## src/rtl/fcs_strip_ctrl.sv

```systemverilog
// fcs_strip_ctrl: strips the trailing HOLD_BYTES bytes (FCS) from each frame.
// The last HOLD_BYTES accepted bytes are kept in a shift store, so a payload
// byte is only released once it is certain not to be part of the FCS.
// Frames of HOLD_BYTES bytes or fewer produce no output.
// The output error flag is the OR of every in_err seen in the frame,
// including the discarded FCS bytes.
//
// Build option: define FCS_STRIP_STATS_EN to implement the saturating
// frame_cnt / runt_cnt statistics. Without it both outputs are tied to zero
// and the datapath is unchanged.
//
// state  | meaning
// -------+----------------------------------------------------------
// IDLE   | no byte of the current frame held (fill = 0)
// FILL   | 0 < fill < HOLD_BYTES, nothing can be released yet
// STREAM | store full; each accept releases the oldest held byte
// DROP   | one-cycle flush after in_last: clear fill and sticky error
module fcs_strip_ctrl #(
    parameter int DATA_W     = 8,
    parameter int HOLD_BYTES = 4,
    parameter int CNT_W      = 16
) (
    input  logic              clk,
    input  logic              rst_n,
    input  logic              in_valid,
    output logic              in_ready,
    input  logic [DATA_W-1:0] in_data,
    input  logic              in_last,
    input  logic              in_err,
    output logic              out_valid,
    input  logic              out_ready,
    output logic [DATA_W-1:0] out_data,
    output logic              out_last,
    output logic              out_err,
    output logic [CNT_W-1:0]  frame_cnt,
    output logic [CNT_W-1:0]  runt_cnt
);

    localparam int FILL_W = $clog2(HOLD_BYTES + 1);
    localparam logic [FILL_W-1:0] FILL_MAX = FILL_W'(HOLD_BYTES);

    localparam logic [1:0] ST_IDLE   = 2'd0;
    localparam logic [1:0] ST_FILL   = 2'd1;
    localparam logic [1:0] ST_STREAM = 2'd2;
    localparam logic [1:0] ST_DROP   = 2'd3;

    logic [1:0]        state;
    logic [FILL_W-1:0] fill;
    logic [FILL_W-1:0] fill_inc;
    logic [DATA_W-1:0] hold_q [HOLD_BYTES];
    logic              err_sticky;
    logic              accept;
    logic              load;

    // Input is blocked while the output register is stuck or during the flush.
    assign in_ready = (!out_valid || out_ready) && (state != ST_DROP);
    assign accept   = in_valid && in_ready;
    // Only a full store guarantees the oldest byte is payload, not FCS.
    assign load     = accept && (state == ST_STREAM);
    assign fill_inc = fill + FILL_W'(1);

    // Frame-position state machine.
    always_ff @(posedge clk or negedge rst_n) begin
        if (!rst_n) begin
            state <= ST_IDLE;
        end else begin
            case (state)
                ST_IDLE, ST_FILL: begin
                    if (accept) begin
                        if (in_last)
                            state <= ST_DROP;
                        else if (fill_inc == FILL_MAX)
                            state <= ST_STREAM;
                        else
                            state <= ST_FILL;
                    end
                end
                ST_STREAM: begin
                    if (accept && in_last)
                        state <= ST_DROP;
                end
                default: state <= ST_IDLE;
            endcase
        end
    end

    // Saturating count of bytes held for the current frame.
    always_ff @(posedge clk or negedge rst_n) begin
        if (!rst_n)
            fill <= '0;
        else if (state == ST_DROP)
            fill <= '0;
        else if (accept && (fill < FILL_MAX))
            fill <= fill_inc;
    end

    // Shift store: slot 0 newest, slot HOLD_BYTES-1 oldest; moves only on accept.
    always_ff @(posedge clk or negedge rst_n) begin
        if (!rst_n) begin
            for (int i = 0; i < HOLD_BYTES; i++)
                hold_q[i] <= '0;
        end else if (accept) begin
            hold_q[0] <= in_data;
            for (int i = 1; i < HOLD_BYTES; i++)
                hold_q[i] <= hold_q[i-1];
        end
    end

    // Sticky error accumulates over the whole frame, FCS bytes included.
    always_ff @(posedge clk or negedge rst_n) begin
        if (!rst_n)
            err_sticky <= 1'b0;
        else if (state == ST_DROP)
            err_sticky <= 1'b0;
        else if (accept)
            err_sticky <= err_sticky | in_err;
    end

    // Output register: load on STREAM accept, otherwise drain when taken.
    always_ff @(posedge clk or negedge rst_n) begin
        if (!rst_n) begin
            out_valid <= 1'b0;
            out_data  <= '0;
            out_last  <= 1'b0;
            out_err   <= 1'b0;
        end else if (load) begin
            out_valid <= 1'b1;
            out_data  <= hold_q[HOLD_BYTES-1];
            out_last  <= in_last;
            out_err   <= in_last & (err_sticky | in_err);
        end else if (out_ready) begin
            out_valid <= 1'b0;
        end
    end

`ifdef FCS_STRIP_STATS_EN
    logic runt_evt;
    logic frame_evt;

    // A last byte arriving before the store is full means nothing was sent.
    assign runt_evt  = accept && in_last && (state != ST_STREAM);
    assign frame_evt = load && in_last;

    // Saturating frame / runt statistics.
    always_ff @(posedge clk or negedge rst_n) begin
        if (!rst_n) begin
            frame_cnt <= '0;
            runt_cnt  <= '0;
        end else begin
            if (frame_evt && !(&frame_cnt))
                frame_cnt <= frame_cnt + CNT_W'(1);
            if (runt_evt && !(&runt_cnt))
                runt_cnt <= runt_cnt + CNT_W'(1);
        end
    end
`else
    assign frame_cnt = '0;
    assign runt_cnt  = '0;
`endif

endmodule

```

## config.mk

```make
export PLATFORM = sky130hd
export DESIGN_NAME = fcs_strip_ctrl
export DESIGN_NICKNAME = d
export VERILOG_FILES = /design/src/rtl/fcs_strip_ctrl.sv
export SDC_FILE = /design/constraint.sdc
export NUM_CORES = 1
export LEC_CHECK = 0
export CAP_MARGIN = 40
export CORE_UTILIZATION = 45
export DETAILED_ROUTE_END_ITERATION = 12
export MAX_ROUTING_LAYER = met4
export PLACE_DENSITY = 0.82
export SYNTH_ARGS = -nofsm -noshare
export SYNTH_HDL_FRONTEND = slang
export SYNTH_SLANG_ARGS = --single-unit
export TNS_END_PERCENT = 50
```

## constraint.sdc

```tcl
create_clock -name clk -period 3.4 [get_ports clk]
set_input_delay 0.68 -clock clk [delete_from_list [all_inputs] [get_ports clk]]
set_output_delay 0.68 -clock clk [all_outputs]
set_load 0.02 [all_outputs]
```

* After elaboration in Yosys (flattened, before gate mapping)
Index checks and enable logic that the tools add are counted.
** Storage, ports and cells
- Output and inout bits :: 44
- Input bits :: 14
- Flip-flop bits (word level) :: 49
- Logic and storage cells :: 46
** Operators by class
- Bitwise logic cells :: 2
- Magnitude comparators :: 1
- Multiplexer cells :: 11
- Eq/ne operators :: 7
- Reduce and logical (&&, ||, !) cells :: 13
- $add $sub $neg :: 1
** Operator list (count)
- $mux 2 :: 4
- $mux 3 :: 2
- $reduce_bool 2->1 :: 3
- $logic_and 1x1->1 :: 5
- $eq 2x2->1 const B :: 2
- $mux 1 :: 4
- $ne 2x2->1 const B :: 2
- $pmux 2 s2 :: 1
- $add 3x1->3 const B :: 1
- $eq 3x3->1 const B :: 1
- $lt 3x3->1 const B :: 1
- $eq 2x1->1 const B :: 1
- $logic_not 2->1 :: 1
- $ne 2x1->1 const B :: 1
- $reduce_and 2->1 :: 1
- $reduce_or 2->1 :: 1
- $and 1x1->1 :: 1
- $logic_not 1->1 :: 1
- $logic_or 1x1->1 :: 1
- $or 1x1->1 :: 1

* Logic depth before layout (Yosys ltp)
Gate-level depths: netlist of the first run.
- Depth after elaboration :: 7
- Gate-level depth with buffers :: 5
- Depth with buffers taken out :: 5

* Worst setup path after synthesis of the first run
Ideal clock, no wire load.
- Kind :: input-to-output
- Start point :: in out_ready
- End point :: out in_ready
- Slack :: 1561 ps
- Arrival time :: 1159 ps
- Data required time :: 2720 ps
- Cell stages on the path :: 3
- Buffers on the path :: 1
- Cell sequence :: nand2b_1 buf_4 and2_1
** On the way
- Longest elaborated chain between the ends :: 2
** Ends and longest elaborated chain
- start, declared :: line 31 : input logic out_ready,
- $logic_or 1x1->1 :: line 56 : assign in_ready = (!out_valid || out_ready) && (state != ST_DROP);
- $logic_and 1x1->1 :: line 56
- end, declared :: line 26 : output logic in_ready,
Every way passes these cells.

* Worst setup path after layout of the first run
Ends and elaborated chain as after synthesis.

==> results of run 1 <==
==> worst max path at each step <==
stage,end,slack (ns),cells past startpoint
after global placement,in_ready,0.75,4
after floorplan,in_ready,1.56,3
after global routing,in_ready,0.66,4
after detailed placement,in_ready,0.70,4
after CTS,in_ready,0.69,4
final,in_ready,0.70,4
==> where the power goes <==
group	total (mW)	internal, mW	leakage, nW	switching (mW)
Sequential	1.03	0.865	0.582	0.166
Clock	0.352	0.165	0.0512	0.187
Combinational	0.923	0.577	0.682	0.346
Total	2.31	1.61	1.32	0.699
==> kinds of logic after synthesis <==
kind of cell	after synthesis	share of synthesized area (%)
simple gates	11	3.423
flops	49	52.41
fa+ha+maj	2	1.069
mux	44	27.11
compound gates	9	2.514
buf+inv	42	13.32
other cells	1	0.1603
==> routing by layer <==
layer,vias up,track usage [%],wire length (µm)
li1,529,-,-
met1,534,17.65,1420
met2,36,16.77,1358
met3,6,5.014,166
met4,0,7.051,65
met5,-,-,0
==> layout by cell type (no fill, tap or decap), drive strengths merged, types with 2 or more instances in the layout <==
| cell type | count |
|---|---|
| conb | 32 |
| clkdlybuf4s50 | 24 |
| mux2 | 41 |
| a21oi | 2 |
| clkbuf | 6 |
| dfrtp | 49 |
| inv | 5 |
| ha | 2 |
| a31oi | 2 |
| clkinv | 2 |
| nand4 | 2 |
| mux2i | 3 |
| buf | 3 |
| nand2 | 5 |
==> layout make-up <==
class,instances,area (µm²)
clock buffer,6,82.58
clock inverter,2,13.76
fill,423,2232
inverter,5,18.77
multi-input combinational,98,918.4
sequential,49,1226
tap,67,83.83
timing repair buffer,27,272.8
==> state kept, by name, indices dropped and copies added (netlist names) <==
signal      flops
fill            3
err_sticky      1
out_last        1
out_err         1
hold_q         32
out_data        8
state           2
out_valid       1
==> stage by stage <==
step / setup WS, ns / util [%]
final: 0.6952 / 53.96
after global routing: 0.6646 / 53.96
after CTS: 0.6866 / 53.96
after detailed placement: 0.6971 / 51.97
after global placement: 0.7468 / 51.56
after floorplan: 1.561 / -
==> impl_metrics.yaml, run 1 <==
sta:
  setup_viol: 0
  drv_slew: 0
  worstMarginPinSlew_ns: 0.6249
  relSlewSlack_pct: 58.34
  fin_crit_sh_pct: 79.55
  whs_ns: 0.2651
  min_period_ns: 2.705
  hold_viol: 0
  max_freq_mhz: 369.7
  tns_ns: 0
  rsz0062_at_grt: "no"
  fin_skew_ns: 0.009364
detailed_routing:
  wl_um: 3010
  drt_first_pass_iters: 4
  vias: 1105
  drt-initial-drc-count: 66
  wl_per_cell_um: 11.85
  detail-route-antenna-nets: 0
  drc_errors: 0
  via_per_inst: 4.350
synthesis:
  yosysSeqAreaShare_pct: 52.41
  synthFlopType: "dfrtp_1"
  ys_seq_elements: 49
  ys_warn_count: 0
  synth_largest_area_cell: "dfrtp_1"
  syn_inst: 158
  async_flop_share_pct: 100.0
  synth_cell_type_count: 24
  synth_top_area_share_pct: 52.41
  synth_enable_flop_cells: 0
  netlist_area_um2: 2340
  synth_common_cells: "dfrtp_1, mux2_4, buf_4"
  yosysMostFrequentCell: "dfrtp_1"
  synth_area_leaders: "dfrtp_1, mux2_4, buf_4, buf_6, mux2_2"
  synth.avg_cell_area_um2: 14.81
worst_setup_path:
  worstPathCellList: "clkdlybuf4s50_1 > nand2b_1 > and2_1 > clkdlybuf4s50_1"
  critPathLaunch: "out_ready"
  r2r_cells: 4
  start_kind: "input port"
  r2r-end: "hold_q[16]$_DFFE_PN0P_"
  r2r_setup_slack_ns: 1.65
  cp_num_buf_inv: 2
  arrival_ns: 2.02
  critPathKind: "in2out"
  worstPathRequired_ns: 2.72
  worstSetupEndpointType: "output port"
  cp_slowest_cell: "clkdlybuf4s50_1"
  timing.critical_path.mode_cell: "clkdlybuf4s50_1"
  crit-reg2reg-launch: "out_valid$_DFFE_PN0P_"
  max_stage_delay_ns: 0.60
  crit_fanout: 2
  path_delay_family: "buffers and inverters"
floorplan:
  die_h_um: 74.11
  core_area_um2: 4848
  rows: 25
  die_area_um2: 5492
  initial_core_util_pct: 48.26
  die_width_um: 74.11
  io_pins: 58
clocking:
  cts_sinks: 49
  hold_buffers: 0
  clock_latency_ns: 0.30
  cts_root_buffer: "clkbuf_8"
  post_cts_buffers: 0
  cts_max_level: 2
  cts_buffers: 5
  cts.clk_slew.worst_paths_ns: 0.08
  post_cts_resize_count: 0
  clk_path_buf_depth: 2
  cts_tree: "yes"
power:
  total_power_mw: 2.305
  leakage_nw: 1.315
  p_per_area_nw_per_um2: 881.2
  irDropWorstVdd_mv: 0.3716
global_route:
  grt_max_degree: 37
  grt_pass1_vias: 1014
  grt_first_pass_wirelength_um: 4974
  grt_overflow_total: 0
  grt_antenna_before_repair: 0
  grt_usage_pct: 13.10
place:
  routabilityCongestion: 0.6811
  place_inst: 246
  dp.final_hpwl_um: 2177
  io_buffers: 25
  placed_cell_area_um2: 2520
finish:
  drive_gt1_share_pct: 29.41
  num_antenna_cells: 0
  final_nets: 202
  stdcell_area_um2: 2616
  synthToLayoutAreaGrowth_pct: 11.82
  fin_cells: 254
outcome:
  status: "completed"
run:
  drv_cap: 0
min_path:
  hp-class: "in2async"
No activity file was read; power rests on OpenSTA's default activity.
==> run 2, diff against run 1 <==
Settings changed: CORE_UTILIZATION 45 to 44, PLACE_DENSITY 0.82 to 0.83.
Clock period 3.4 ns to 2.47 ns, I/O delays scaled along.
==> run 2 against run 1 <==
- die area grew 2.2%
- wire length grew 4.9%
- non-clock buffer count grew 1
- critical path depth is the same
- final area grew 1.0%
- combinational power grew 40%
- cell count grew 1.6%
- sequential share of layout area shrank 0.47 points
- power grew 42%
- setup slack lost 0.57 ns
- via count grew 3.0%
- sequential power grew 39%
==> impl_metrics.yaml, run 2 (same netlist as run 1, synthesis figures left out) <==
sta:
  fin_crit_sh_pct: 95.05
  drv_slew: 0
  hold_viol: 0
  rsz0062_at_grt: "no"
  relSlewSlack_pct: 55.45
  max_freq_mhz: 426.0
  fin_skew_ns: 0.005656
  whs_ns: 0.2236
  min_period_ns: 2.348
  tns_ns: 0
  setup_viol: 0
  setup_ws_ns: 0.1223
  worstMarginPinSlew_ns: 0.6683
clocking:
  hold_buffers: 0
  cts_tree: "yes"
  cts_buffers: 5
  post_cts_buffers: 0
  clk_path_buf_depth: 2
  cts_sinks: 49
  post_cts_resize_count: 0
  clock_latency_ns: 0.29
  cts.clk_slew.worst_paths_ns: 0.09
  cts_max_level: 2
  cts_root_buffer: "clkbuf_8"
floorplan:
  die_width_um: 74.92
  io_pins: 58
  initial_core_util_pct: 45.81
  rows: 26
  core_area_um2: 5107
  die_area_um2: 5613
  die_h_um: 74.92
detailed_routing:
  vias: 1138
  wl_um: 3157
  via_per_inst: 4.411
  drt_first_pass_iters: 6
  wl_per_cell_um: 12.24
  drc_errors: 0
  drt-initial-drc-count: 88
  detail-route-antenna-nets: 0
place:
  placed_cell_area_um2: 2531
  io_buffers: 25
  place_inst: 250
  dp.final_hpwl_um: 2241
  routabilityCongestion: 0.8087
  post-place-ws_ns: 0.1439
finish:
  stdcell_area_um2: 2643
  final_common_cell: "dfrtp_1"
  mostFrequentLayoutCells: "dfrtp_1, mux2_4, conb_1, clkdlybuf4s50_1"
  largest-register: "hold_q"
  synthToLayoutAreaGrowth_pct: 12.94
  fin_util_pct: 51.74
  drive_gt1_share_pct: 29.26
  num_antenna_cells: 0
  largestRegisters: "hold_q (32), out_data (8), fill (3)"
  largest_reg_flops: 32
  final_nets: 203
  fin_cells: 258
  nFillCells: 451
min_path:
  hp-class: "in2async"
worst_setup_path:
  arrival_ns: 1.85
  worstPathRequired_ns: 1.98
  max_stage_delay_ns: 0.60
  crit_fanout: 2
  worstPathCellList: "clkdlybuf4s50_1 > nand2b_1 > and2_1 > clkdlybuf4s50_1"
  cp_slowest_cell: "clkdlybuf4s50_1"
  critPathKind: "in2out"
  worstSetupEndpointType: "output port"
  timing.critical_path.mode_cell: "clkdlybuf4s50_1"
  start_kind: "input port"
global_route:
  grt_max_degree: 33
  grt_antenna_before_repair: 0
  grt_overflow_total: 0
  grt_first_pass_wirelength_um: 5299
  grt_pass1_vias: 1130
  grt_usage_pct: 13.15
power:
  total_power_mw: 3.273
  leakage_nw: 1.324
  irDropWorstVdd_mv: 0.4466
  p_per_area_nw_per_um2: 1238
outcome:
  status: "completed"
run:
  drv_cap: 0
run 2: path summary, 6_finish.rpt:
check,start,to,slack (ns),cells past startpoint
max reg2reg,out_valid$_DFFE_PN0P_,out_data[7]$_DFFE_PN0P_,0.80,4
min reg2reg,out_data[5]$_DFFE_PN0P_,out_data[5]$_DFFE_PN0P_,0.51,1
min,rst_n,hold_q[7]$_DFFE_PN0P_,0.22,1
max in group asynchronous,rst_n,hold_q[20]$_DFFE_PN0P_,1.54,2
max,out_ready,in_ready,0.12,4
min in group clk,out_data[5]$_DFFE_PN0P_,out_data[5]$_DFFE_PN0P_,0.51,1
run 2: critical path, delay by kind of cell:
kind / cells / cell delay [ns]
buf+inv: 2 / 1.05
simple gates: 2 / 0.31
run 2: power breakdown:
part / switching (mW) / total [mW] / internal, mW
Combinational: 0.487 / 1.29 / 0.799
Sequential: 0.240 / 1.43 / 1.19
Clock: 0.251 / 0.555 / 0.304
run 2: metal layers:
metal | global-route usage [%] | routed length [µm] | part of all wire [%]
met5 | - | 0 | 0
met4 | 6.289 | 78 | 2.5
met3 | 2.811 | 125 | 4.0
met1 | 17.45 | 1480 | 47
met2 | 19.22 | 1472 | 47
run 2: final cells by class:
cell class / count / area [µm²] / area share [%]
Inverter: 5 / 18.77 / 0.7102
Sequential cell: 49 / 1226 / 46.40
Clock buffer: 6 / 72.57 / 2.746
Multi-Input combinational cell: 98 / 918.4 / 34.75
Timing Repair Buffer: 28 / 280.3 / 10.61
Clock inverter: 2 / 38.79 / 1.468
Tap cell: 70 / 87.58 / 3.314
